## config.mk

```make
export PLATFORM = sky130hd
export DESIGN_NAME = hazard_scoreboard
export DESIGN_NICKNAME = d
export VERILOG_FILES = /design/src/rtl/hazard_scoreboard_pkg.sv /design/src/rtl/hazard_scoreboard_stage_reg.sv /design/src/rtl/hazard_scoreboard.sv
export SDC_FILE = /design/constraint.sdc
export NUM_CORES = 1
export LEC_CHECK = 0
export BUFFER_PORTS_ARGS = -buffer_cell sky130_fd_sc_hd__buf_2
export CAP_MARGIN = 30
export CORE_MARGIN = 2
export CORE_UTILIZATION = 50
export DETAILED_ROUTE_END_ITERATION = 6
export HOLD_SLACK_MARGIN = 0.05
export PLACE_DENSITY_LB_ADDON = 0.15
export SYNTH_ARGS = -nofsm -noshare
export SYNTH_HDL_FRONTEND = slang
export SYNTH_SLANG_ARGS = --single-unit
```

## constraint.sdc

```tcl
create_clock -name clk -period 3.26 [get_ports clk]
set_input_delay 0.326 -clock clk [delete_from_list [all_inputs] [get_ports clk]]
set_output_delay 0.326 -clock clk [all_outputs]
set_load 0.02 [all_outputs]
```

## src/rtl/hazard_scoreboard_pkg.sv

```systemverilog
// Shared constants and helpers for the decode-side hazard scoreboard:
// URA encodings, forwarding select codes and mult/div kind encodings.
package hazard_scoreboard_pkg;

    localparam int URA_BITS   = 7;
    localparam int NUM_STAGES = 3;

    localparam logic [URA_BITS-1:0] URA_NONE = 7'b0000000;
    localparam logic [URA_BITS-1:0] URA_HI   = 7'b1000000;
    localparam logic [URA_BITS-1:0] URA_LO   = 7'b1000001;
    localparam logic [URA_BITS-1:0] URA_RA   = 7'b0011111;

    typedef enum logic [1:0] {
        FWD_REG = 2'd0,
        FWD_E   = 2'd1,
        FWD_M   = 2'd2,
        FWD_W   = 2'd3
    } fwd_sel_e;

    typedef enum logic [1:0] {
        MD_NONE = 2'b00,
        MD_MULT = 2'b01,
        MD_DIV  = 2'b10,
        MD_RSVD = 2'b11
    } md_kind_e;

    // URA 0 means "no register" and must never produce a match.
    function automatic logic ura_hit(input logic [URA_BITS-1:0] src,
                                     input logic [URA_BITS-1:0] a,
                                     input logic [URA_BITS-1:0] b);
        return (src != URA_NONE) && ((src == a) || (src == b));
    endfunction

endpackage

```

## src/rtl/hazard_scoreboard_stage_reg.sv

```systemverilog
// One in-flight slot (E, M or W): captures the upstream destination URAs and
// Tnew, optionally decrementing Tnew, or becomes a bubble on no-load/flush.
module hazard_stage_reg
    import hazard_scoreboard_pkg::*;
#(
    parameter int URA_W    = 7,
    parameter bit DEC_TNEW = 1'b0
) (
    input  logic             clk,
    input  logic             reset_n,
    input  logic             flush_i,
    input  logic             load_i,
    input  logic [URA_W-1:0] ura_a_i,
    input  logic [URA_W-1:0] ura_b_i,
    input  logic [1:0]       tnew_i,
    output logic [URA_W-1:0] ura_a_o,
    output logic [URA_W-1:0] ura_b_o,
    output logic [1:0]       tnew_o
);

    logic [URA_W-1:0] ura_a_q, ura_a_d;
    logic [URA_W-1:0] ura_b_q, ura_b_d;
    logic [1:0]       tnew_q, tnew_d;

    always_comb begin
        ura_a_d = '0;
        ura_b_d = '0;
        tnew_d  = '0;
        if (load_i && !flush_i) begin
            ura_a_d = ura_a_i;
            ura_b_d = ura_b_i;
            // Saturating countdown so a ready result stays ready.
            if (DEC_TNEW && (tnew_i != 2'd0)) begin
                tnew_d = tnew_i - 2'd1;
            end else begin
                tnew_d = tnew_i;
            end
        end
    end

    always_ff @(posedge clk) begin
        if (!reset_n) begin
            ura_a_q <= '0;
            ura_b_q <= '0;
            tnew_q  <= '0;
        end else begin
            ura_a_q <= ura_a_d;
            ura_b_q <= ura_b_d;
            tnew_q  <= tnew_d;
        end
    end

    assign ura_a_o = ura_a_q;
    assign ura_b_o = ura_b_q;
    assign tnew_o  = tnew_q;

endmodule

```

## src/rtl/hazard_scoreboard.sv

```systemverilog
// Decode-stage hazard controller: tracks destinations through E/M/W plus a
// mult/div busy counter, and produces the D stall and forwarding selects.
module hazard_scoreboard
    import hazard_scoreboard_pkg::*;
#(
    parameter int MULT_CYCLES = 5,
    parameter int DIV_CYCLES  = 10,
    parameter int URA_W       = 7
) (
    input  logic             clk,
    input  logic             reset_n,
    input  logic             d_valid,
    input  logic [URA_W-1:0] d_ura_real,
    input  logic [URA_W-1:0] d_ura_possible1,
    input  logic [1:0]       d_tnew,
    input  logic [URA_W-1:0] d_rs_ura,
    input  logic [1:0]       d_rs_tuse,
    input  logic [URA_W-1:0] d_rt_ura,
    input  logic [1:0]       d_rt_tuse,
    input  logic [1:0]       d_md_kind,
    input  logic             d_uses_hilo,
    input  logic             flush,
    output logic             stall,
    output logic [1:0]       fwd_rs_sel,
    output logic [1:0]       fwd_rt_sel,
    output logic             md_busy
);

    logic [URA_W-1:0] st_a    [NUM_STAGES];
    logic [URA_W-1:0] st_b    [NUM_STAGES];
    logic [1:0]       st_tnew [NUM_STAGES];

    logic [URA_W-1:0] src_ura  [2];
    logic [1:0]       src_tuse [2];

    logic       e_load;
    logic       md_load;
    logic [3:0] md_cnt_q, md_cnt_d;

    assign src_ura[0]  = d_rs_ura;
    assign src_ura[1]  = d_rt_ura;
    assign src_tuse[0] = d_rs_tuse;
    assign src_tuse[1] = d_rt_tuse;

    assign e_load = d_valid && !stall && !flush;

    genvar gi;
    generate
        for (gi = 0; gi < NUM_STAGES; gi++) begin : g_stage
            logic [URA_W-1:0] in_a, in_b;
            logic [1:0]       in_tnew;
            logic             in_load;

            if (gi == 0) begin : g_from_d
                assign in_a    = d_ura_real;
                assign in_b    = d_ura_possible1;
                assign in_tnew = d_tnew;
                assign in_load = e_load;
            end else begin : g_from_prev
                assign in_a    = st_a[gi-1];
                assign in_b    = st_b[gi-1];
                assign in_tnew = st_tnew[gi-1];
                assign in_load = 1'b1;
            end

            // Only the E->M hop counts Tnew down; W is a straight copy of M.
            hazard_stage_reg #(
                .URA_W   (URA_W),
                .DEC_TNEW(gi == 1)
            ) u_stage (
                .clk     (clk),
                .reset_n (reset_n),
                .flush_i (flush),
                .load_i  (in_load),
                .ura_a_i (in_a),
                .ura_b_i (in_b),
                .tnew_i  (in_tnew),
                .ura_a_o (st_a[gi]),
                .ura_b_o (st_b[gi]),
                .tnew_o  (st_tnew[gi])
            );
        end

        for (gi = 0; gi < 2; gi++) begin : g_src
            logic [1:0] hit_stage;
            logic [1:0] hit_tnew;
            logic       src_stall;
            logic [1:0] src_sel;

            // Walk W -> E so the nearest (E) match is the one that sticks.
            always_comb begin
                hit_stage = FWD_REG;
                hit_tnew  = 2'd0;
                for (int s = NUM_STAGES - 1; s >= 0; s--) begin
                    if (ura_hit(src_ura[gi], st_a[s], st_b[s])) begin
                        hit_stage = 2'(s + 1);
                        hit_tnew  = st_tnew[s];
                    end
                end
                src_stall = (hit_stage != FWD_REG) && (hit_tnew > src_tuse[gi]);
                src_sel   = ((hit_stage != FWD_REG) && (hit_tnew == 2'd0)) ? hit_stage : FWD_REG;
            end
        end
    endgenerate

    assign md_busy    = (md_cnt_q != 4'd0);
    assign stall      = d_valid && (g_src[0].src_stall || g_src[1].src_stall ||
                                    (d_uses_hilo && md_busy));
    assign fwd_rs_sel = g_src[0].src_sel;
    assign fwd_rt_sel = g_src[1].src_sel;

    assign md_load = e_load && ((d_md_kind == MD_MULT) || (d_md_kind == MD_DIV));

    always_comb begin
        md_cnt_d = md_cnt_q;
        if (md_load) begin
            md_cnt_d = (d_md_kind == MD_MULT) ? 4'(MULT_CYCLES) : 4'(DIV_CYCLES);
        end else if (md_cnt_q != 4'd0) begin
            md_cnt_d = md_cnt_q - 4'd1;
        end
    end

    // The unit keeps running across a flush; only reset clears it.
    always_ff @(posedge clk) begin
        if (!reset_n) begin
            md_cnt_q <= '0;
        end else begin
            md_cnt_q <= md_cnt_d;
        end
    end

endmodule

```

Word-level counts from Yosys, hierarchy flattened:

Index checks and enable logic that the tools add are counted.

* output and inout bits: 6
* word-level logic and storage cells: 85
* input bits: 41
* register bits: 52

* bitwise logic cells: 1
* reductions and logical operators: 38
* equal/unequal tests: 14
* muxes and demuxes: 18
* order comparisons: 2
* add/sub/neg operators: 2

Operators with widths (count)
* $eq A7 B7 Y1: 12
* $mux W2: 15
* $logic_and A1 B1 Y1: 16
* $reduce_bool A7 Y1: 2
* $mux W4: 3
* $logic_or A1 B1 Y1: 9
* $reduce_bool A2 Y1: 4
* $gt A2 B2 Y1: 2
* $logic_not A2 Y1: 2
* $reduce_bool A4 Y1: 1
* $sub A4 B1 Y4 const B: 1
* $eq A2 B1 Y1 const B: 1
* $eq A2 B2 Y1 const B: 1
* $logic_not A1 Y1: 2
* $reduce_and A2 Y1: 1
* $reduce_or A2 Y1: 1
* $sub A2 B1 Y2 const B: 1
* $not A1 Y1: 1

Logic depth before layout (Yosys ltp):

* depth in word-level cells: 16
* mapped depth: 15
* gate-level depth less buffers: 13

Cells and area by module:

From an unflattened synthesis, not the netlist that was laid out.

* cell total of the unflattened synthesis: 320
* area total of the unflattened synthesis: 3171.8 µm²

By module, submodules not included
* hazard_scoreboard: times used 1, seq. area each 80.1 µm², cells an instance 216, area each 1681.6 µm²
* hazard_stage_reg at g_stage[0].u_stage ...: times used 2, seq. area each 320.3 µm², cells an instance 35, area each 511.7 µm²
* hazard_stage_reg at g_stage[1].u_stage: times used 1, seq. area each 320.3 µm², cells an instance 34, area each 466.7 µm²

Worst setup path after synthesis:

OpenSTA, ideal clock, no wires.

* path type: input-to-output
* start: input port d_rs_ura[3]
* end: output port stall
* path buffers: 1
* setup slack: -69 ps
* stages on the path: 9
* data arrival time: 3003 ps
* required time: 2934 ps
* cells stage by stage: buf_4 or4_4 nor4_4 or2_2 mux2_2 ha_1 a211o_1 a31oi_1 o31a_1

* longest elaborated chain between the ends: 11
* elaborated cells between the ends (all ways): 25
* classes of those cells: order compare (1); eq/ne (6); mux (6); reduce/logical (12)

Ends and longest elaborated chain
* from (decl): line hazard_scoreboard.sv:16 `input logic [URA_W-1:0] d_rs_ura,`
* $eq A7 B7 Y1: line hazard_scoreboard_pkg.sv:31 `return (src != URA_NONE) && ((src == a) || (src == b));`
* $logic_or A1 B1 Y1: line hazard_scoreboard_pkg.sv:31
* $logic_and A1 B1 Y1: line hazard_scoreboard_pkg.sv:31
* $mux W2 (3 in a row): line hazard_scoreboard.sv:95 `if (ura_hit(src_ura[gi], st_a[s], st_b[s])) begin`
* $gt A2 B2 Y1 / $reduce_bool A2 Y1 (equally long branches): line hazard_scoreboard.sv:100 `src_stall = (hit_stage != FWD_REG) && (hit_tnew > src_tuse[gi]);`
* $logic_and A1 B1 Y1 (*): line hazard_scoreboard.sv:100
* $logic_or A1 B1 Y1 (*) (2 in a row): line hazard_scoreboard.sv:107 `assign stall = d_valid && (g_src[0].src_stall || g_src[1].src_stall ||`
* $logic_and A1 B1 Y1 (*): line hazard_scoreboard.sv:107
* to (decl): line hazard_scoreboard.sv:23 `output logic stall,`

Mark *: on every way between the ends. The rest lies on a longest branch, timed or not.

Worst setup path after layout:

* start: register g_stage[0].u_stage.ura_a_q[0]
* end: output port stall

* longest elaborated chain between the ends: 9
* elaborated cells between the ends (all ways): 19
* classes of those cells: order compare (2); eq/ne (2); mux (4); reduce/logical (11)

Ends and longest elaborated chain
* from (decl): line hazard_scoreboard_stage_reg.sv:21 `logic [URA_W-1:0] ura_a_q, ura_a_d;`
* from (signal assigned): line hazard_scoreboard_stage_reg.sv:47 `ura_a_q <= ura_a_d;`
* $eq A7 B7 Y1: line hazard_scoreboard_pkg.sv:31
* $logic_or A1 B1 Y1: line hazard_scoreboard_pkg.sv:31
* $logic_and A1 B1 Y1: line hazard_scoreboard_pkg.sv:31
* $mux W2: line hazard_scoreboard.sv:95
* $gt A2 B2 Y1 / $reduce_bool A2 Y1 (equally long branches): line hazard_scoreboard.sv:100
* $logic_and A1 B1 Y1: line hazard_scoreboard.sv:100
* $logic_or A1 B1 Y1 (*) (2 in a row): line hazard_scoreboard.sv:107
* $logic_and A1 B1 Y1 (*): line hazard_scoreboard.sv:107

Marks and branches as above.

==> reports/qor.csv <==
stage,metric,value,unit
floorplan,DIE AREA,6620,µm²
synth,YS warnings,0,
clock_tree,Max clock buf depth,2,
layout,layout cells sized above 1,35.8,%
synth,"count leader, synth",xor2_1,
synth,ys flop type,dfxtp_1,
sta,fmax,298,MHz
place,I/O Buffers,46,
global_route,M3 GR Usage,4.11,%
sta,final period utilization,103,%
setup_path,Setup crit start,g_stage[0].u_stage.ura_a_o[0]$_SDFF_PN0_,
setup_path,WP data arrival,3030,ps
floorplan,core area,5850,µm²
setup_path,critical path class,flip-flop to output pin,
global_route,GR Layer Usage met1,30.7,%
place,Post-DP Area,3480,µm²
layout,# nets final,439,
place,placed cell count,451,
sta,relative slew slack,61.1,%
sta,Setup TNS,-99.0,ps
synth,Area contributors post-synth,"dfxtp_1, xor2_1, and2_1, ha_1, nor4_4",
synth,"Net Count, Synth",363,
global_route,first-pass GRT wire length,11700,µm
setup_path,Reg2Reg Capture Point,g_stage[0].u_stage.tnew_o[0]$_SDFF_PN0_,
synth,Netlist Area Pre-Place,2990,µm²
place,dpl ws,-170,ps
sta,Slew @ Worst Pin,583,ps
clock_tree,CTS tree,yes,
min_path,Hold Crit Class,input pin to flip-flop,
layout,post-route cell area,3850,µm²
global_route,total track usage,23.8,%
routing,Post-DRT Antenna Nets,0,
global_route,"Most Used Layer, Global Route",met2,
synth,asr flop ratio synth,0,%
global_route,GRT overflow,0,
sta,Final Hold Fails,0,
floorplan,die width,81.4,µm
clock_tree,Root Buffer,clkbuf_8,
power,LEAKAGE,1.82,nW
setup_path,FF-to-FF path depth,13,
synth,#FFs+latches synth,52,
synth,cell type with the largest total area after synthesis,dfxtp_1,
synth,cell count after synthesis,315,
min_path,Worst Hold End,g_stage[0].u_stage.ura_b_o[6]$_SDFF_PN0_,
routing,initial drt markers,71,
routing,DR vias/cell,5.02,
min_path,hold_sp,d_ura_possible1[6],
status,outcome,"complete, but fails checks",
setup_path,FF-to-FF setup slack,150,ps
layout,Area Overhead vs Synth,28.8,%
layout,fin cells,466,
place,Post-DP HPWL,5350,µm
global_route,vias in the first global route,2331,
sta,minimum clock period,3360,ps
sta,"Slew Viols, Final",0,
synth,"Avg Cell Area, Syn",9.50,µm²
synth,post-synthesis sequential area ratio,34.8,%
global_route,largest net degree at the start of global routing,34,
routing,drt total wl,7410,µm
setup_path,maximum net fanout on the critical path,3,
setup_path,worst flop-to-flop path startpoint,g_stage[0].u_stage.ura_a_o[0]$_SDFF_PN0_,
sta,Setup Skew,6.06,ps
clock_tree,clock slew seen by the registers of the worst setup and hold paths,90,ps
power,pwr dens,413,nW/µm²
floorplan,I/O pins,47,
floorplan,initial core utilization,51.2,%
layout,Layout fillers,478,
clock_tree,H-tree depth,2,
clock_tree,clk_lat worst skew,300,ps
synth,"Distinct cells, synth",36,
global_route,initial antenna violation count,0,
layout,ant diodes,0,
sta,RSZ-0062 raised after global routing,yes,
setup_path,Slowest cell on crit path,dfxtp_1,
setup_path,crit end category,output pin,
synth,Post-synth top cells,"xor2_1, dfxtp_1, and2_1, nor3_1, nor4_1",
sta,final worst slack,-99.0,ps
global_route,met2 usage,40.4,%
routing,DR WL/cell,15.9,µm
power,Worst IR Drop VDD,0.270,mV
routing,drc violations,0,
clock_tree,CTS buffer count,5,
sta,Final setup viols,1,
clock_tree,number of hold buffers added after cts,0,
clock_tree,clk sinks,52,
status,violated checks,setup timing,
setup_path,CP Cell Sequence,xor2_1 -> nor4_2 -> a22oi_2 -> or2_4 -> mux2_2 -> ha_1 -> a211o_1 -> a31oi_2 -> buf_4 -> o31a_1 -> buf_6,
floorplan,row cnt,28,
routing,vias,2340,
synth,post-synth top area share,34.8,%
synth,"EDFF count, synth",0,
setup_path,Startpoint Class,flip-flop,
flow_run,Max Cap Violations,0,
setup_path,Critical Path RT,2930,ps
place,GPL Wtd Cong,0.867,
floorplan,Die H,81.4,µm
setup_path,max incr delay on CP,350,ps
routing,DR pass1 iterations,4,
min_path,worst hold path stage count,2,
how the worst max path moves through the flow:
stage,to,depth (start not counted)
final,stall,11
after global routing,stall,13
after CTS,stall,12
after detailed placement,g_stage[0].u_stage.ura_a_o[3]$_SDFF_PN0_,15
after global placement,g_stage[0].u_stage.ura_b_o[2]$_SDFF_PN0_,13
after floorplan,stall,9
layout by cell type (no fill, tap or decap), types with 3 or more instances in the layout:
cell,Yosys,routed
a21oi_1,8,5
a22oi_2,0,5
and2_1,46,46
buf_2,11,45
buf_4,2,40
clkbuf_8,0,5
dfxtp_1,52,43
dfxtp_2,0,6
dfxtp_4,0,3
ha_1,7,5
inv_1,8,8
mux2i_1,6,6
nand2_1,8,8
nand2b_1,9,8
nand3_1,3,3
nand3b_1,4,4
nor2_1,3,3
nor3_1,15,13
nor4_2,0,9
nor4_4,4,5
xor2_1,85,84
per-layer routing:
layer,vias to the layer above,wire (µm)
li1,1190,-
met1,1071,3320
met2,69,3500
met3,10,483
met4,0,102
met5,-,0
area by class of cell:
type,instances,area [µm²],area share [%]
Clock buffer,5,68.8,1.79
Multi-Input combinational cell,237,1980,51.5
Clock inverter,2,60.1,1.56
Tap cell,75,93.8,2.44
Sequential cell,52,1060,27.5
Timing Repair Buffer,87,557,14.4
Inverter,8,30.0,0.779
sequential cells by signal, indices dropped and copies added (netlist names):
name / flops
g_stage.u_stage.ura_a_o: 21
g_stage.u_stage.ura_b_o: 21
g_stage.u_stage.tnew_o: 6
md_cnt_q: 4
cell families after synthesis:
kind of cell / share of synthesized area [%]
buffers and inverters: 4.47
flip-flops: 34.8
AO/OA/AOI/OAI: 5.39
multiplexers: 2.76
XOR/XNOR: 25.2
adder cells (fa/ha/maj): 2.93
AND/OR/NAND/NOR: 24.5
through the flow:
stage	total power, mW	util [%]	hold slack [ps]
after floorplan	0.968	-	432
after global placement	1.07	59.5	469
after detailed placement	1.07	59.5	473
after CTS	1.60	64.1	204
after global routing	1.68	65.9	207
final	1.59	65.9	211
power breakdown:
group / switching (mW) / internal (mW) / total (mW)
Clock: 0.205 / 0.302 / 0.507
Combinational: 0.211 / 0.175 / 0.386
Sequential: 0.0305 / 0.668 / 0.699
Total: 0.446 / 1.15 / 1.59
worst max-delay path: cells and delay by family, from the launching register on:
kind / cells / cell delay (ps)
compound gates: 4 / 780
simple gates: 2 / 600
buf+inv: 2 / 270
fa+ha+maj: 1 / 290
flops: 1 / 350
mux: 1 / 270
xor+xnor: 1 / 180
repair_timing:
item                       4_1_cts  5_1_grt
buffers inserted                 4        4
setup endpoints to repair        4       21
gates resized for setup         28       14
hold endpoints to repair         0        0
pin swaps                       12        9
Power figures use the tool's default switching activity.
